## config.mk

```make
export PLATFORM = sky130hd
export DESIGN_NAME = ama_riscv_scoreboard
export DESIGN_NICKNAME = d
export VERILOG_FILES = /design/src/rtl/ama_riscv_scoreboard_pkg.sv /design/src/rtl/ama_riscv_sb_hazard.sv /design/src/rtl/ama_riscv_scoreboard.sv
export SDC_FILE = /design/constraint.sdc
export NUM_CORES = 1
export LEC_CHECK = 0
export ABC_CLOCK_PERIOD_IN_PS = 7700
export BUFFER_PORTS_ARGS = -buffer_cell sky130_fd_sc_hd__buf_2
export CAP_MARGIN = 5
export CORE_AREA = 2 2 82 143
export CTS_CLUSTER_DIAMETER = 80
export DETAILED_ROUTE_END_ITERATION = 8
export DIE_AREA = 0 0 84 145
export GPL_ROUTABILITY_DRIVEN = 0
export PLACE_DENSITY = 0.62
export SETUP_SLACK_MARGIN = 0.2
export SLEW_MARGIN = 5
export SYNTH_ARGS = -nofsm -noshare
export SYNTH_HDL_FRONTEND = slang
export SYNTH_HIERARCHICAL = 1
export SYNTH_SLANG_ARGS = --single-unit
```

## constraint.sdc

```tcl
create_clock -name clk -period 7.7 [get_ports clk]
set_input_delay 1.155 -clock clk [delete_from_list [all_inputs] [get_ports clk]]
set_output_delay 1.155 -clock clk [all_outputs]
set_load 0.05 [all_outputs]
```

## src/rtl/ama_riscv_scoreboard_pkg.sv

```systemverilog
// Shared types for the issue scoreboard: register-file address type, default sizing,
// and a status bundle for trace/debug.
package ama_riscv_scoreboard_pkg;
    localparam int RF_AW       = 5;
    localparam int SB_MAX_OUT  = 2;
    localparam int SB_NUM_REGS = 32;

    typedef logic [RF_AW-1:0] rf_addr_t;
    localparam rf_addr_t RF_X0_ZERO = '0;

    typedef struct packed {
        logic [SB_NUM_REGS-1:0]             pending;
        logic [$clog2(SB_MAX_OUT+1)-1:0]    outstanding;
        logic                               spurious_wb;
    } sb_status_t;

    function automatic int popcount(input logic [SB_NUM_REGS-1:0] v);
        int n;
        n = 0;
        for (int i = 0; i < SB_NUM_REGS; i++) n += int'(v[i]);
        return n;
    endfunction
endpackage

```

## src/rtl/ama_riscv_sb_hazard.sv

```systemverilog
// Combinational RAW/WAW/capacity check of the decode-stage instruction against the
// effective (writeback-bypassed) busy vector.
module ama_riscv_sb_hazard
    import ama_riscv_scoreboard_pkg::*;
#(
    parameter int NUM_REGS = SB_NUM_REGS,
    parameter int MAX_OUT  = SB_MAX_OUT,
    parameter int OW       = $clog2(MAX_OUT+1)
) (
    input  logic [NUM_REGS-1:0] i_eff,
    input  rf_addr_t            i_rs1,
    input  rf_addr_t            i_rs2,
    input  rf_addr_t            i_rd,
    input  logic                i_has_rs1,
    input  logic                i_has_rs2,
    input  logic                i_rd_we,
    input  logic                i_long,
    input  logic [OW-1:0]       i_outstanding,
    input  logic                i_wb_dec,
    output logic                o_hazard
);
    logic w_raw;
    logic w_waw;
    logic w_cap;

    assign w_raw = (i_has_rs1 & (i_rs1 != RF_X0_ZERO) & i_eff[i_rs1]) |
                   (i_has_rs2 & (i_rs2 != RF_X0_ZERO) & i_eff[i_rs2]);
    assign w_waw = i_rd_we & (i_rd != RF_X0_ZERO) & i_eff[i_rd];
    // A retiring op frees its slot in the same cycle, so count it as already gone.
    assign w_cap = i_long & ((32'(i_outstanding) - 32'(i_wb_dec)) == 32'(MAX_OUT));

    assign o_hazard = w_raw | w_waw | w_cap;
endmodule

```

## src/rtl/ama_riscv_scoreboard.sv

```systemverilog
// Register scoreboard and issue controller: tracks in-flight long-latency destinations
// and stalls the decode stage on RAW/WAW/capacity hazards.
module ama_riscv_scoreboard
    import ama_riscv_scoreboard_pkg::*;
#(
    parameter int MAX_OUT  = SB_MAX_OUT,
    parameter int NUM_REGS = SB_NUM_REGS,
    localparam int OW      = $clog2(MAX_OUT+1)
) (
    input  logic                clk,
    input  logic                rst,
    input  logic                i_dec_valid,
    input  rf_addr_t            i_dec_rs1_addr,
    input  rf_addr_t            i_dec_rs2_addr,
    input  rf_addr_t            i_dec_rd_addr,
    input  logic                i_dec_has_rs1,
    input  logic                i_dec_has_rs2,
    input  logic                i_dec_rd_we,
    input  logic                i_dec_long,
    input  logic                i_flush,
    input  logic                i_wb_valid,
    input  rf_addr_t            i_wb_rd_addr,
    output logic                o_issue,
    output logic                o_stall,
    output logic [NUM_REGS-1:0] o_pending,
    output logic [OW-1:0]       o_outstanding,
    output logic                o_spurious_wb
);
    localparam logic [NUM_REGS-1:0] ONE = {{(NUM_REGS-1){1'b0}}, 1'b1};

    logic [NUM_REGS-1:0] r_pending;
    logic [OW-1:0]       r_outstanding;
    logic                r_spurious_wb;

    logic [NUM_REGS-1:0] w_clr_vec;
    logic [NUM_REGS-1:0] w_set_vec;
    logic [NUM_REGS-1:0] w_eff;
    logic                w_wb_hit;
    logic                w_x0_retire;
    logic                w_wb_dec;
    logic                w_hazard;
    logic                w_issue;
    logic                w_issue_long;

    assign w_wb_hit  = i_wb_valid & (i_wb_rd_addr != RF_X0_ZERO) & r_pending[i_wb_rd_addr];
    assign w_clr_vec = w_wb_hit ? (ONE << i_wb_rd_addr) : '0;
    // Long ops targeting x0 hold a slot but no pending bit; any surplus count is theirs.
    assign w_x0_retire = i_wb_valid & (i_wb_rd_addr == RF_X0_ZERO) &
                         (int'(r_outstanding) > popcount(SB_NUM_REGS'(r_pending)));
    assign w_wb_dec  = w_wb_hit | w_x0_retire;
    assign w_eff     = r_pending & ~w_clr_vec;

    ama_riscv_sb_hazard #(
        .NUM_REGS (NUM_REGS),
        .MAX_OUT  (MAX_OUT),
        .OW       (OW)
    ) u_hazard (
        .i_eff         (w_eff),
        .i_rs1         (i_dec_rs1_addr),
        .i_rs2         (i_dec_rs2_addr),
        .i_rd          (i_dec_rd_addr),
        .i_has_rs1     (i_dec_has_rs1),
        .i_has_rs2     (i_dec_has_rs2),
        .i_rd_we       (i_dec_rd_we),
        .i_long        (i_dec_long),
        .i_outstanding (r_outstanding),
        .i_wb_dec      (w_wb_dec),
        .o_hazard      (w_hazard)
    );

    assign o_stall      = i_dec_valid & ~i_flush & w_hazard;
    assign w_issue      = i_dec_valid & ~i_flush & ~w_hazard;
    assign o_issue      = w_issue;
    assign w_issue_long = w_issue & i_dec_long;
    assign w_set_vec    = (w_issue_long & i_dec_rd_we & (i_dec_rd_addr != RF_X0_ZERO)) ?
                          (ONE << i_dec_rd_addr) : '0;

    always_ff @(posedge clk) begin
        if (rst) begin
            r_pending     <= '0;
            r_outstanding <= '0;
            r_spurious_wb <= 1'b0;
        end else begin
            r_pending     <= ((r_pending & ~w_clr_vec) | w_set_vec) & ~ONE;
            r_outstanding <= r_outstanding + OW'(w_issue_long) - OW'(w_wb_dec);
            r_spurious_wb <= r_spurious_wb | (i_wb_valid & ~w_wb_dec);
        end
    end

    assign o_pending     = r_pending;
    assign o_outstanding = r_outstanding;
    assign o_spurious_wb = r_spurious_wb;
endmodule

```

# After elaboration in Yosys (flattened, before gate mapping)
# Cells that the tools add are included.
[totals] reg_bits=35 latch_bits=0 ramBits=0 romBits=0 input_bits=29 output_inout_bits=37 wordCells=90 memories=0
[classes] n_addsub=34 n_mul=0 div=0 order_cmp=5 eq_ne=1 shifts=2 mux=10 bitwise=29 reduce_logical=5
[op_table] op="32-bit 2-to-1 mux" n=2
[op_table] op="1-bit by 5-bit << shifter with 32-bit output (first input constant)" n=2
[op_table] op="31-bit by 1-bit adder with 32-bit output" n=1
[op_table] op="32-bit bitwise AND" n=1
[op_table] op="32-bit by 2-bit == test with 1-bit output (second input constant)" n=1
[op_table] op="3-bit by 32-bit > comparator with 1-bit output" n=1
[op_table] op="32-bit NOT" n=1
[op_table] op="32-bit OR" n=1
[op_table] op="30-bit by 1-bit adder with 31-bit output" n=1
[op_table] op="29-bit by 1-bit adder with 30-bit output" n=1
[op_table] op="28-bit by 1-bit adder with 29-bit output" n=1
[op_table] op="27-bit by 1-bit adder with 28-bit output" n=1
[op_table] op="26-bit by 1-bit adder with 27-bit output" n=1
[op_table] op="25-bit by 1-bit adder with 26-bit output" n=1
[op_table] op="24-bit by 1-bit adder with 25-bit output" n=1
[op_table] op="23-bit by 1-bit adder with 24-bit output" n=1
[op_table] op="5-bit by 6-bit < comparator with 1-bit output (second input constant)" n=4
[op_table] op="22-bit by 1-bit adder with 23-bit output" n=1
[op_table] op="21-bit by 1-bit adder with 22-bit output" n=1
[op_table] op="20-bit by 1-bit adder with 21-bit output" n=1
[op_table] op="19-bit by 1-bit adder with 20-bit output" n=1
[op_table] op="1-bit binary-select mux with 5-bit select" n=4
[op_table] op="5-bit nonzero test" n=4
[op_table] op="18-bit by 1-bit adder with 19-bit output" n=1
[op_table] op="25 further kinds" n=51

# Depth between registers and ports, before layout
# Gate-level depths: netlist (run 1).
[logic_depth] depth_word=45 ltp_mapped=28 ltp_nobuf=28

# Hierarchy
# The synthesis (run 1) kept the hierarchy.
[by_module_without_submodules] module="ama_riscv_scoreboard" n_inst=1 cells_each=347 area_per_inst_um2=2889.0 seq_area_each_um2=680.7
[by_module_without_submodules] module="ama_riscv_sb_hazard" n_inst=1 cells_each=81 area_per_inst_um2=914.6 seq_area_each_um2=0.0

# Worst setup path after synthesis (run 1)
# No wires, ideal clock.
[synth_timing] path_kind="register -> output" startpoint="reg r_pending[24], in the netlist o_pending[24]" endpoint="out o_issue" arrival_ns=6.798 path_slack_ns=-0.253 stages_incl_launch_ff=21 cell_sequence="dfxtp_1 -> inv_1 -> fa_1 -> fa_1 -> inv_1 -> fa_1 -> inv_1 -> fa_1 -> fa_1 -> fa_1 -> fa_1 -> fa_1 -> ha_1 -> nand2_1 -> nand3_1 -> nor4_1 -> or2_1 -> xnor2_1 -> nand3_1 -> nand4_1 -> nor3b_1"
[synth_between] elab_chain_cells=17 elab_cells_between_ends=34 classes_between="add/sub (9); order compare (1); eq/ne (1); mux (9); bitwise (14)"
[synth_lines] item="start: declaration" line="ama_riscv_scoreboard.sv:31" source="logic [NUM_REGS-1:0] r_pending;"
[synth_lines] item="start signal: assignment" line="ama_riscv_scoreboard.sv:84" source="r_pending <= ((r_pending & ~w_clr_vec) | w_set_vec) & ~ONE;"
[synth_lines] item="24-bit by 1-bit adder with 25-bit output" line="ama_riscv_scoreboard_pkg.sv:20" source="for (int i = 0; i < SB_NUM_REGS; i++) n += int'(v[i]);"
[synth_lines] item="25-bit by 1-bit adder with 26-bit output" line="ama_riscv_scoreboard_pkg.sv:20"
[synth_lines] item="26-bit by 1-bit adder with 27-bit output" line="ama_riscv_scoreboard_pkg.sv:20"
[synth_lines] item="27-bit by 1-bit adder with 28-bit output" line="ama_riscv_scoreboard_pkg.sv:20"
[synth_lines] item="28-bit by 1-bit adder with 29-bit output" line="ama_riscv_scoreboard_pkg.sv:20"
[synth_lines] item="29-bit by 1-bit adder with 30-bit output" line="ama_riscv_scoreboard_pkg.sv:20"
[synth_lines] item="30-bit by 1-bit adder with 31-bit output" line="ama_riscv_scoreboard_pkg.sv:20"
[synth_lines] item="31-bit by 1-bit adder with 32-bit output" line="ama_riscv_scoreboard_pkg.sv:20"
[synth_lines] item="[... 3 more ...]"
[synth_lines] item="net w_wb_dec" line="ama_riscv_scoreboard.sv:40" source="logic w_wb_dec;"
[synth_lines] item="2-bit by 1-bit subtractor with 3-bit output (*)" line="ama_riscv_sb_hazard.sv:30" source="assign w_cap = i_long & ((32'(i_outstanding) - 32'(i_wb_dec)) == 32'(MAX_OUT));"
[synth_lines] item="32-bit by 2-bit == test with 1-bit output (*)" line="ama_riscv_sb_hazard.sv:30"
[synth_lines] item="1-bit bitwise AND (*)" line="ama_riscv_sb_hazard.sv:30"
[synth_lines] item="1-bit OR (*)" line="ama_riscv_sb_hazard.sv:32" source="assign o_hazard = w_raw | w_waw | w_cap;"
[synth_lines] item="net w_hazard" line="ama_riscv_scoreboard.sv:41" source="logic w_hazard;"
[synth_lines] item="1-bit NOT (*)" line="ama_riscv_scoreboard.sv:72" source="assign w_issue = i_dec_valid & ~i_flush & ~w_hazard;"
[synth_lines] item="1-bit bitwise AND (*)" line="ama_riscv_scoreboard.sv:72"
[synth_lines] item="end: declaration" line="ama_riscv_scoreboard.sv:23" source="output logic o_issue,"
# Mark *: on every way through the listed nets, which the timed path passes. The rest lies on a longest branch. The select of a mux whose other input is x is not followed.

# Final worst setup path (run 1)
[layout_timing] startpoint="reg r_pending[16], in the netlist o_pending[16]" endpoint="out o_stall"
[layout_between] elab_chain_cells=24 elab_cells_between_ends=41 classes_between="add/sub (17); order compare (1); eq/ne (1); mux (9); bitwise (13)"
[layout_lines] item="16-bit by 1-bit adder with 17-bit output" line="ama_riscv_scoreboard_pkg.sv:20"
[layout_lines] item="17-bit by 1-bit adder with 18-bit output" line="ama_riscv_scoreboard_pkg.sv:20"
[layout_lines] item="18-bit by 1-bit adder with 19-bit output" line="ama_riscv_scoreboard_pkg.sv:20"
[layout_lines] item="19-bit by 1-bit adder with 20-bit output" line="ama_riscv_scoreboard_pkg.sv:20"
[layout_lines] item="20-bit by 1-bit adder with 21-bit output" line="ama_riscv_scoreboard_pkg.sv:20"
[layout_lines] item="21-bit by 1-bit adder with 22-bit output" line="ama_riscv_scoreboard_pkg.sv:20"
[layout_lines] item="22-bit by 1-bit adder with 23-bit output" line="ama_riscv_scoreboard_pkg.sv:20"
[layout_lines] item="23-bit by 1-bit adder with 24-bit output" line="ama_riscv_scoreboard_pkg.sv:20"
[layout_lines] item="[... 10 more ...]"
[layout_lines] item="1-bit OR (*)" line="ama_riscv_scoreboard.sv:50" source="assign w_wb_dec = w_wb_hit | w_x0_retire;"
[layout_lines] item="net w_wb_dec" line="ama_riscv_scoreboard.sv:40"
[layout_lines] item="2-bit by 1-bit subtractor with 3-bit output (*)" line="ama_riscv_sb_hazard.sv:30"
[layout_lines] item="32-bit by 2-bit == test with 1-bit output (*)" line="ama_riscv_sb_hazard.sv:30"
[layout_lines] item="1-bit bitwise AND (*)" line="ama_riscv_sb_hazard.sv:30"
[layout_lines] item="1-bit OR (*)" line="ama_riscv_sb_hazard.sv:32"
[layout_lines] item="net w_hazard" line="ama_riscv_scoreboard.sv:41"
[layout_lines] item="1-bit bitwise AND (*)" line="ama_riscv_scoreboard.sv:71" source="assign o_stall = i_dec_valid & ~i_flush & w_hazard;"
[layout_lines] item="end: declaration" line="ama_riscv_scoreboard.sv:24" source="output logic o_stall,"
# Marked as above.

==> results of run 1 <==
==> cells in the final DEF, fill, tap and decap left out, types with 4 or more instances in the layout <==
cell type	count
a21oi_1	23
a31oi_1	6
buf_2	62
clkbuf_16	5
dfxtp_1	24
dfxtp_2	8
fa_1	21
ha_1	10
inv_1	72
mux2_2	4
mux2i_1	14
mux4_1	5
mux4_2	18
nand2_1	29
nand2b_1	6
nand3_1	6
nand3b_1	6
nand4_1	8
nor2_1	21
nor2b_1	12
nor3_1	6
o2111ai_1	4
o21a_1	11
o21ai_0	7
o31ai_1	10
o32ai_1	5
or3_1	4
==> timing repair <==
item | CTS | global route
endpoints found under the setup margin | 2 | 2
pin swaps | 2 | 8
gates resized for setup | 4 | 22
setup buffers | 1 | 1
==> kinds of logic after synthesis <==
logic type / count (synthesis)
AOI/OAI and AO/OA: 99
xor gates and xnor gates: 3
adders and majority gates: 34
buffers and inverters: 98
DFF: 34
muxes: 43
other: 1
and+or+nand+nor: 116
==> final cells by class <==
cell class	count	area, um^2	share of cell area
multi-input combinational	298	2760	0.627
sequential	34	698	0.158
timing repair buffer	66	348	0.0790
inverter	76	285	0.0648
tap	132	165	0.0375
clock buffer	7	143	0.0324
clock inverter	1	5.00	0.00114
==> per-stage QoR <==
stage	power, W	setup WS, ns	cells	instance area (um^2)	util
6_report	0.000498	0.372	614	4410	0.399
5_1_grt	0.000512	0.165	614	4410	0.399
4_1_cts	0.000492	0.208	613	4350	0.394
3_5_place_dp	0.000290	0.287	604	4180	0.378
3_3_place_gp	0.000288	0.437	604	4180	0.378
2_1_floorplan	0.000261	0.224	430	3820	-
==> per-layer routing <==
layer | vias to the layer above | GRT usage | routed length [um]
li1 | 1637 | - | -
met1 | 1794 | 0.237 | 4480
met2 | 183 | 0.414 | 7300
met3 | 68 | 0.0273 | 710
met4 | 0 | 0.160 | 1010
met5 | - | 0 | 0
==> flip-flops by register name, summed over array words and instances (netlist names) <==
signal         flops
o_pending         31
o_spurious_wb      1
o_outstanding      2
==> path summary, 6_finish.rpt <==
path / from / to / slack (ns) / cells after the start
worst min register to register: o_spurious_wb / o_spurious_wb / 0.47 / 1
worst max-delay path: o_pending[16] / o_stall / 0.37 / 18
worst max register to register: o_pending[16] / o_outstanding[1] / 0.78 / 24
worst min-delay path: o_spurious_wb / o_spurious_wb / 0.47 / 1
==> where the power goes <==
group,internal [W],switching (W),total (W)
Combinational,0.0000383,0.0000732,0.000111
Clock,0.000128,0.0000767,0.000205
Sequential,0.000178,0.00000369,0.000182
==> impl_metrics.yaml, run 1 <==
setup_path:
  worstSetupStartpointType: "flop"
  worst-path-buf-inv: 2
  crit_top_cell: "fa_1"
  critical-path-top-delay-family: "adder cells"
  worstSetupEndpointType: "output pin"
  cp_max_fo: 4
  crit_required_ns: 6.55
  cp_slowest_cell: "fa_1"
  path_cells: "inv_2 -> fa_1 -> fa_1 -> fa_1 -> fa_1 -> fa_2 -> fa_1 -> fa_2 -> fa_1 -> ha_4 -> a21oi_2 -> nor4_2 -> or2_1 -> xnor2_1 -> nand3_1 -> nand4_1 -> and3b_1 -> buf_6"
  worst-setup-path-type: "reg -> out"
  cp.arrival_ns: 6.17
  critical_path.max_stage_delay_ns: 0.60
floorplanning:
  die_w_um: 84
  die_y_um: 145
  io_pins: 66
  die-area_um2: 12200
  row_count: 51
  coreArea_um2: 11000
  start_util: 0.345
sta:
  hold_viol_final: 0
  timing.fmax_ghz: 0.136
  worst_slew_pin_slew_ns: 0.909
  rsz0062_at_grt: "yes"
  finalCritPeriodShare: 0.952
  tns_ns: 0
  final-setup-viol-count: 0
  fin_skew_ns: 0.00339
  whs_ns: 0.470
  drv_slew: 0
  min_period_ns: 7.33
  relSlewSlack: 0.394
status:
  outcome: "finished clean"
global_route:
  grt_max_degree: 29
  grt_pass1_vias: 3916
  track_usage: 0.228
  grt_first_pass_wirelength_um: 21600
  grt_antenna_before_repair: 0
  grt_overflow: 0
drt:
  routed_wl_um: 13500
  drt_first_pass_iters: 5
  routedWlPerCell_um: 22.0
  drtAntennaViolNets: 0
  drc: 0
  via_count: 3682
  vias_per_cell: 6.00
  drtIter0Drc: 413
clocking:
  clkSinkCount: 34
  cts_buffers: 5
  htreeDepth: 2
  cts_tree: "built"
  cts_root_buf: "clkbuf_16"
  postCtsHoldBufs: 0
  insertion_delay_ns: 0.28
  max-clock-path-buffers: 2
  clk_pin_slew_ns: 0.05
pwr:
  leakagePower_nw: 1.94
  p_per_area_nw_per_um2: 113
  irDropWorstVdd_mv: 0.0657
synthesis:
  synth.most_common_cell: "inv_1"
  synth_top_area_cell: "dfxtp_1"
  syn_inst: 428
  yosys-top-cells-area: "dfxtp_1 (18%), fa_1 (12%), mux4_2 (11%), inv_1 (7.4%), mux2i_1 (3.7%)"
  synth_adder_area_share: 0.157
  syn_area_um2: 3800
  yosysSeqAreaShare: 0.179
  ys_warn_count: 6
  synth_top_area_frac: 0.179
  syn_area_per_cell_um2: 8.89
  synth_common_cells: "inv_1 (75), dfxtp_1 (34), nand2_1 (30), a21oi_1 (24), fa_1 (23)"
  yosys.area_share.simple: 0.160
  yosys-mux-area-fraction: 0.198
  synth_compound_area_frac: 0.191
  synth_cell_types: 66
  synthArstFlopShare: 0
  synth_xor_xnor_area_share: 0.00691
  ys_seq_elements: 34
  synth-main-ff-cell: "dfxtp_1"
  synth_top_family_by_area: "multiplexers"
  synth_edf_count: 0
place:
  hpwl_um: 11000
  portBuffers: 64
layout:
  fin_nets: 544
  layout-drive-gt1-share: 0.261
  insertedDiodeCount: 0
  syn2layout_area_growth_pct: 15.8
  filler_cell_count: 1126
flow_run:
  drv_cap: 0
worst_hold_path:
  hold_path_class: "reg -> reg"
Power figures use the tool's default switching activity.
==> run 2, diff against run 1 <==
- CORE_AREA: 2 2 82 143 -> 2 2 65 113
- DIE_AREA: 0 0 84 145 -> 0 0 67 115
- PLACE_DENSITY: 0.62 -> 0.89
- REMOVE_ABC_BUFFERS: not set -> 1
- SLEW_MARGIN: 5 -> 20
==> run 2 against run 1 <==
Compared with the run above: sequential share of layout area down 0.11 points; critical path depth up 2; count of clock-buffer cells in the layout unchanged; worst setup slack worse by 0.16 ns; first-iteration DRC count up 29%; wire length down 3.6%; utilization up 24 points; combinational power up 4%; via count up 5.7%; highest routed layer unchanged; clock power up 11%; total power up 5.5%; critical endpoint is now o_issue.
==> impl_metrics.yaml, run 2 (synthesized netlist as in run 1, its figures left out) <==
global_route:
  grt_first_pass_wirelength_um: 19700
  grt_pass1_vias: 3888
  grt_overflow: 0
  grt_antenna_before_repair: 0
  track_usage: 0.347
  grt_max_degree: 29
sta:
  fin_skew_ns: 0.00429
  relSlewSlack: 0.358
  timing.fmax_ghz: 0.134
  rsz0062_at_grt: "yes"
  hold_viol_final: 0
  whs_ns: 0.468
  final-setup-viol-count: 0
  finalCritPeriodShare: 0.973
  drv_slew: 0
  worst_slew_pin_slew_ns: 0.964
  min_period_ns: 7.49
clocking:
  insertion_delay_ns: 0.28
  cts_tree: "built"
  cts_buffers: 5
  clk_pin_slew_ns: 0.05
  htreeDepth: 2
  postCtsHoldBufs: 0
  cts_root_buf: "clkbuf_16"
  clkSinkCount: 34
  max-clock-path-buffers: 2
layout:
  insertedDiodeCount: 0
  final_cell_mix: "inv_1 (73), buf_2 (62), dfxtp_1 (30), nand2_1 (29), a21oi_1 (23)"
  final_util: 0.642
  final_common_cell: "inv_1"
  layout-drive-gt1-share: 0.246
  largest_reg_flops: 31
  fin_nets: 546
  filler_cell_count: 573
  syn2layout_area_growth_pct: 14.9
worst_hold_path:
  holdPathEnd: "o_spurious_wb"
  hp-start: "o_spurious_wb"
  hold_path_class: "reg -> reg"
  worstHoldPathCells: 1
drt:
  drt_first_pass_iters: 8
  routed_wl_um: 13000
  drc: 0
  routedWlPerCell_um: 22.9
  drtIter0Drc: 532
  vias_per_cell: 6.85
  drtAntennaViolNets: 0
  via_count: 3892
pwr:
  irDropWorstVdd_mv: 0.0865
  p_per_area_nw_per_um2: 120
  leakagePower_nw: 1.95
place:
  portBuffers: 64
  hpwl_um: 9990
floorplanning:
  row_count: 40
  io_pins: 66
  die_y_um: 115
  die-area_um2: 7710
  start_util: 0.559
  coreArea_um2: 6810
  die_w_um: 67
setup_path:
  worstSetupStartpointType: "flop"
  path_cells: "fa_1 -> inv_2 -> fa_1 -> inv_2 -> fa_1 -> inv_1 -> fa_1 -> fa_1 -> fa_1 -> fa_2 -> fa_1 -> ha_4 -> a21oi_2 -> nor4_4 -> or2_1 -> xnor2_1 -> nand3_1 -> nand4_1 -> nor3b_2 -> buf_6"
  r2r_start: "o_pending[18]"
  critical-path-top-delay-family: "adder cells"
  rr_worst_depth: 26
  worstSetupEndpointType: "output pin"
  cp_max_fo: 3
  ff2ff_setup_slack_ns: 0.54
  critical_path.max_stage_delay_ns: 0.57
  worst-setup-path-type: "reg -> out"
  worst-path-buf-inv: 4
  crit_top_cell: "fa_1"
  crit_required_ns: 6.55
  cp.arrival_ns: 6.33
  timing.rr.end: "o_outstanding[1]"
  cp_slowest_cell: "fa_1"
flow_run:
  drv_cap: 0
status:
  outcome: "finished clean"
## run 2: area by class of cell
type                       instances  area, um^2  share of cell area
multi-input combinational        298        2770               0.633
sequential                        34         688               0.157
timing repair buffer              68         363              0.0830
inverter                          76         285              0.0653
clock buffer                       7         133              0.0303
tap                               84         105              0.0240
clock inverter                     1        30.0             0.00687
## run 2: per-stage QoR
step / TNS, ns / setup slack, ns / cells / instance area, um^2 / total power, W
6_report: 0 / 0.211 / 568 / 4370 / 0.000526
4_1_cts: 0 / 0.235 / 565 / 4300 / 0.000514
5_1_grt: 0 / 0.100 / 568 / 4370 / 0.000538
3_3_place_gp: 0 / 0.580 / 556 / 4110 / 0.000285
2_1_floorplan: -0.253 / -0.253 / 408 / 3690 / 0.000244
3_5_place_dp: 0 / 0.348 / 556 / 4110 / 0.000289
## run 2: how the worst max path moves through the flow
stage                  start       to  slack (ns)  cells after the start
2_1_floorplan  o_pending[24]  o_issue       -0.25                     20
3_3_place_gp   o_pending[12]  o_stall        0.58                     19
3_5_place_dp   o_pending[18]  o_issue        0.35                     21
4_1_cts        o_pending[12]  o_issue        0.23                     18
5_1_grt        o_pending[18]  o_issue        0.10                     20
6_report       o_pending[18]  o_issue        0.21                     20
## run 2: report_power, final
part           internal (W)  total [W]  switching (W)
Combinational     0.0000393   0.000115      0.0000758
Sequential         0.000179   0.000183     0.00000398
Clock              0.000153   0.000228      0.0000754
## run 2: timing repair
action | in CTS | in global routing
gates cloned | 0 | 0
setup buffers | 1 | 3
gates resized for setup | 5 | 14
hold endpoints to repair | 0 | 0
endpoints found under the setup margin | 2 | 2
pin swaps | 3 | 3
## run 2: layer usage
metal  global-route usage  vias up  part of all wire
met1                0.378     1788              0.31
met3               0.0440      111             0.092
met4                0.284        0             0.097
met2                0.584      353              0.50
met5                    0        -                 0
li1                     -     1640                 -
## run 2: worst reg2reg max path: cells and delay by family (launching register included)
family / cells / cell delay [ns]
AO/OA/AOI/OAI: 1 / 0.19
adder cells (fa/ha/maj): 11 / 4.66
XOR/XNOR: 3 / 0.50
buffers and inverters: 5 / 0.29
flip-flops: 1 / 0.35
AND/OR/NAND/NOR: 6 / 1.04
==> run 3, diff against run 2 <==
- PLACE_DENSITY: 0.89 -> 0.82
==> run 3 against run 2 <==
Compared with the run above: worst setup slack better by 0.17 ns; largest power group unchanged; utilization is 1.2 points lower; sequential share of layout area is 0.27 points higher; global-route usage is 1.4 points lower; sequential power hardly changed; wire length is 6.2% lower; maximum frequency is 2.3% higher; highest routed layer unchanged; total power is 7.5% lower; cell count is 0.88% lower; largest cell class unchanged; via count is 2.5% lower; count of clock-buffer cells in the layout is 2 lower.
==> impl_metrics.yaml, run 3 (synthesized netlist as in run 1, its figures left out) <==
clocking:
  max-clock-path-buffers: 2
  clkSinkCount: 34
  postCtsHoldBufs: 0
  htreeDepth: 2
  cts_root_buf: "clkbuf_16"
  cts_buffers: 5
  clk_pin_slew_ns: 0.06
  cts_tree: "built"
  insertion_delay_ns: 0.28
  cts_setup_buffers: 0
layout:
  final_util: 0.630
  fin_nets: 542
  layout-drive-gt1-share: 0.234
  syn2layout_area_growth_pct: 12.8
  final_common_cell: "inv_1"
  insertedDiodeCount: 0
  final_cell_mix: "inv_1 (75), buf_2 (62), nand2_1 (30), dfxtp_1 (29), a21oi_1 (24)"
  largest_reg_flops: 31
drt:
  routed_wl_um: 12200
  routedWlPerCell_um: 21.7
  drtIter0Drc: 425
  vias_per_cell: 6.74
  via_count: 3794
  drtAntennaViolNets: 0
  drt_first_pass_iters: 7
  drc: 0
floorplanning:
  die_y_um: 115
  row_count: 40
  io_pins: 66
  coreArea_um2: 6810
  start_util: 0.559
  die_w_um: 67
  die-area_um2: 7710
setup_path:
  cp_max_fo: 4
  worstSetupStartpointType: "flop"
  cp.arrival_ns: 6.16
  worst-setup-path-type: "reg -> out"
  worstSetupEndpointType: "output pin"
  crit_required_ns: 6.55
pwr:
  p_per_area_nw_per_um2: 113
  leakagePower_nw: 1.92
  irDropWorstVdd_mv: 0.0719
global_route:
  grt_antenna_before_repair: 0
  grt_overflow: 0
  grt_pass1_vias: 3781
  grt_first_pass_wirelength_um: 18900
  track_usage: 0.334
  grt_max_degree: 29
status:
  outcome: "finished clean"
flow_run:
  drv_cap: 0
worst_hold_path:
  hold_path_class: "reg -> reg"
sta:
  relSlewSlack: 0.402
  whs_ns: 0.455
  min_period_ns: 7.32
  finalCritPeriodShare: 0.950
  timing.fmax_ghz: 0.137
  tns_ns: 0
  final-setup-viol-count: 0
  rsz0062_at_grt: "no"
  drv_slew: 0
  worst_slew_pin_slew_ns: 0.898
  fin_skew_ns: 0.00322
  hold_viol_final: 0
  timing.final.ws_setup_ns: 0.382
place:
  portBuffers: 64
  dp_slack_ns: 0.526
  hpwl_um: 9640
## run 3: cell count changes in the layout (fill, tap and decap cells not counted), moves of 2 or more
| cell | before | now |
|---|---|---|
| buf_4 | 4 | 1 |
| clkbuf_1 | 2 | 0 |
| clkinv_2 | 0 | 2 |
| dfxtp_2 | 3 | 5 |
| inv_1 | 73 | 75 |
| inv_2 | 2 | 0 |
## run 3: cell type report
type                       instances  area [um^2]
tap                               84          105
clock inverter                     2         10.0
multi-input combinational        298         2750
clock buffer                       5          125
inverter                          76          285
fill                             628         2520
timing repair buffer              64          329
sequential                        34          687
## run 3: worst max-delay path: stages, from the launching register on
cell,delay (ns)
dfxtp_1,0.40
inv_1,0.11
fa_1,0.58
fa_1,0.43
fa_1,0.48
fa_1,0.52
fa_1,0.54
fa_1,0.43
fa_2,0.36
fa_1,0.53
ha_4,0.21
a21oi_1,0.16
nor4_2,0.07
or2_1,0.27
xnor2_1,0.13
nand3_1,0.09
nand4_1,0.15
nor3b_2,0.18
buf_4,0.21
## run 3: metal layers
metal	share of wire	track usage
met3	0.085	0.0391
met2	0.49	0.534
met4	0.098	0.287
met1	0.33	0.385
met5	0	0
## run 3: repair_timing
action / CTS / global route
gates resized for setup: 0 / 14
endpoints found under the setup margin: 0 / 2
endpoints found under the hold margin: 0 / 0
## run 3: worst paths after layout
path,startpoint,end,slack [ns],cells past startpoint
worst max-delay path,o_pending[12],o_issue,0.38,18
worst min-delay path,o_spurious_wb,o_spurious_wb,0.46,1
worst max register to register,o_pending[12],o_outstanding[1],0.71,24
worst min register to register,o_spurious_wb,o_spurious_wb,0.46,1
## run 3: power breakdown
| group | switching (W) | internal (W) | total (W) |
|---|---|---|---|
| Combinational | 0.0000717 | 0.0000358 | 0.000107 |
| Sequential | 0.00000358 | 0.000179 | 0.000182 |
| Clock | 0.0000796 | 0.000117 | 0.000196 |
## run 3: per-stage QoR
stage | cell area, um^2 | power, W | std cells
5_1_grt | 4290 | 0.000498 | 563
6_report | 4290 | 0.000486 | 563
4_1_cts | 4250 | 0.000480 | 563
3_3_place_gp | 4110 | 0.000286 | 556
2_1_floorplan | 3690 | 0.000244 | 408
3_5_place_dp | 4110 | 0.000289 | 556
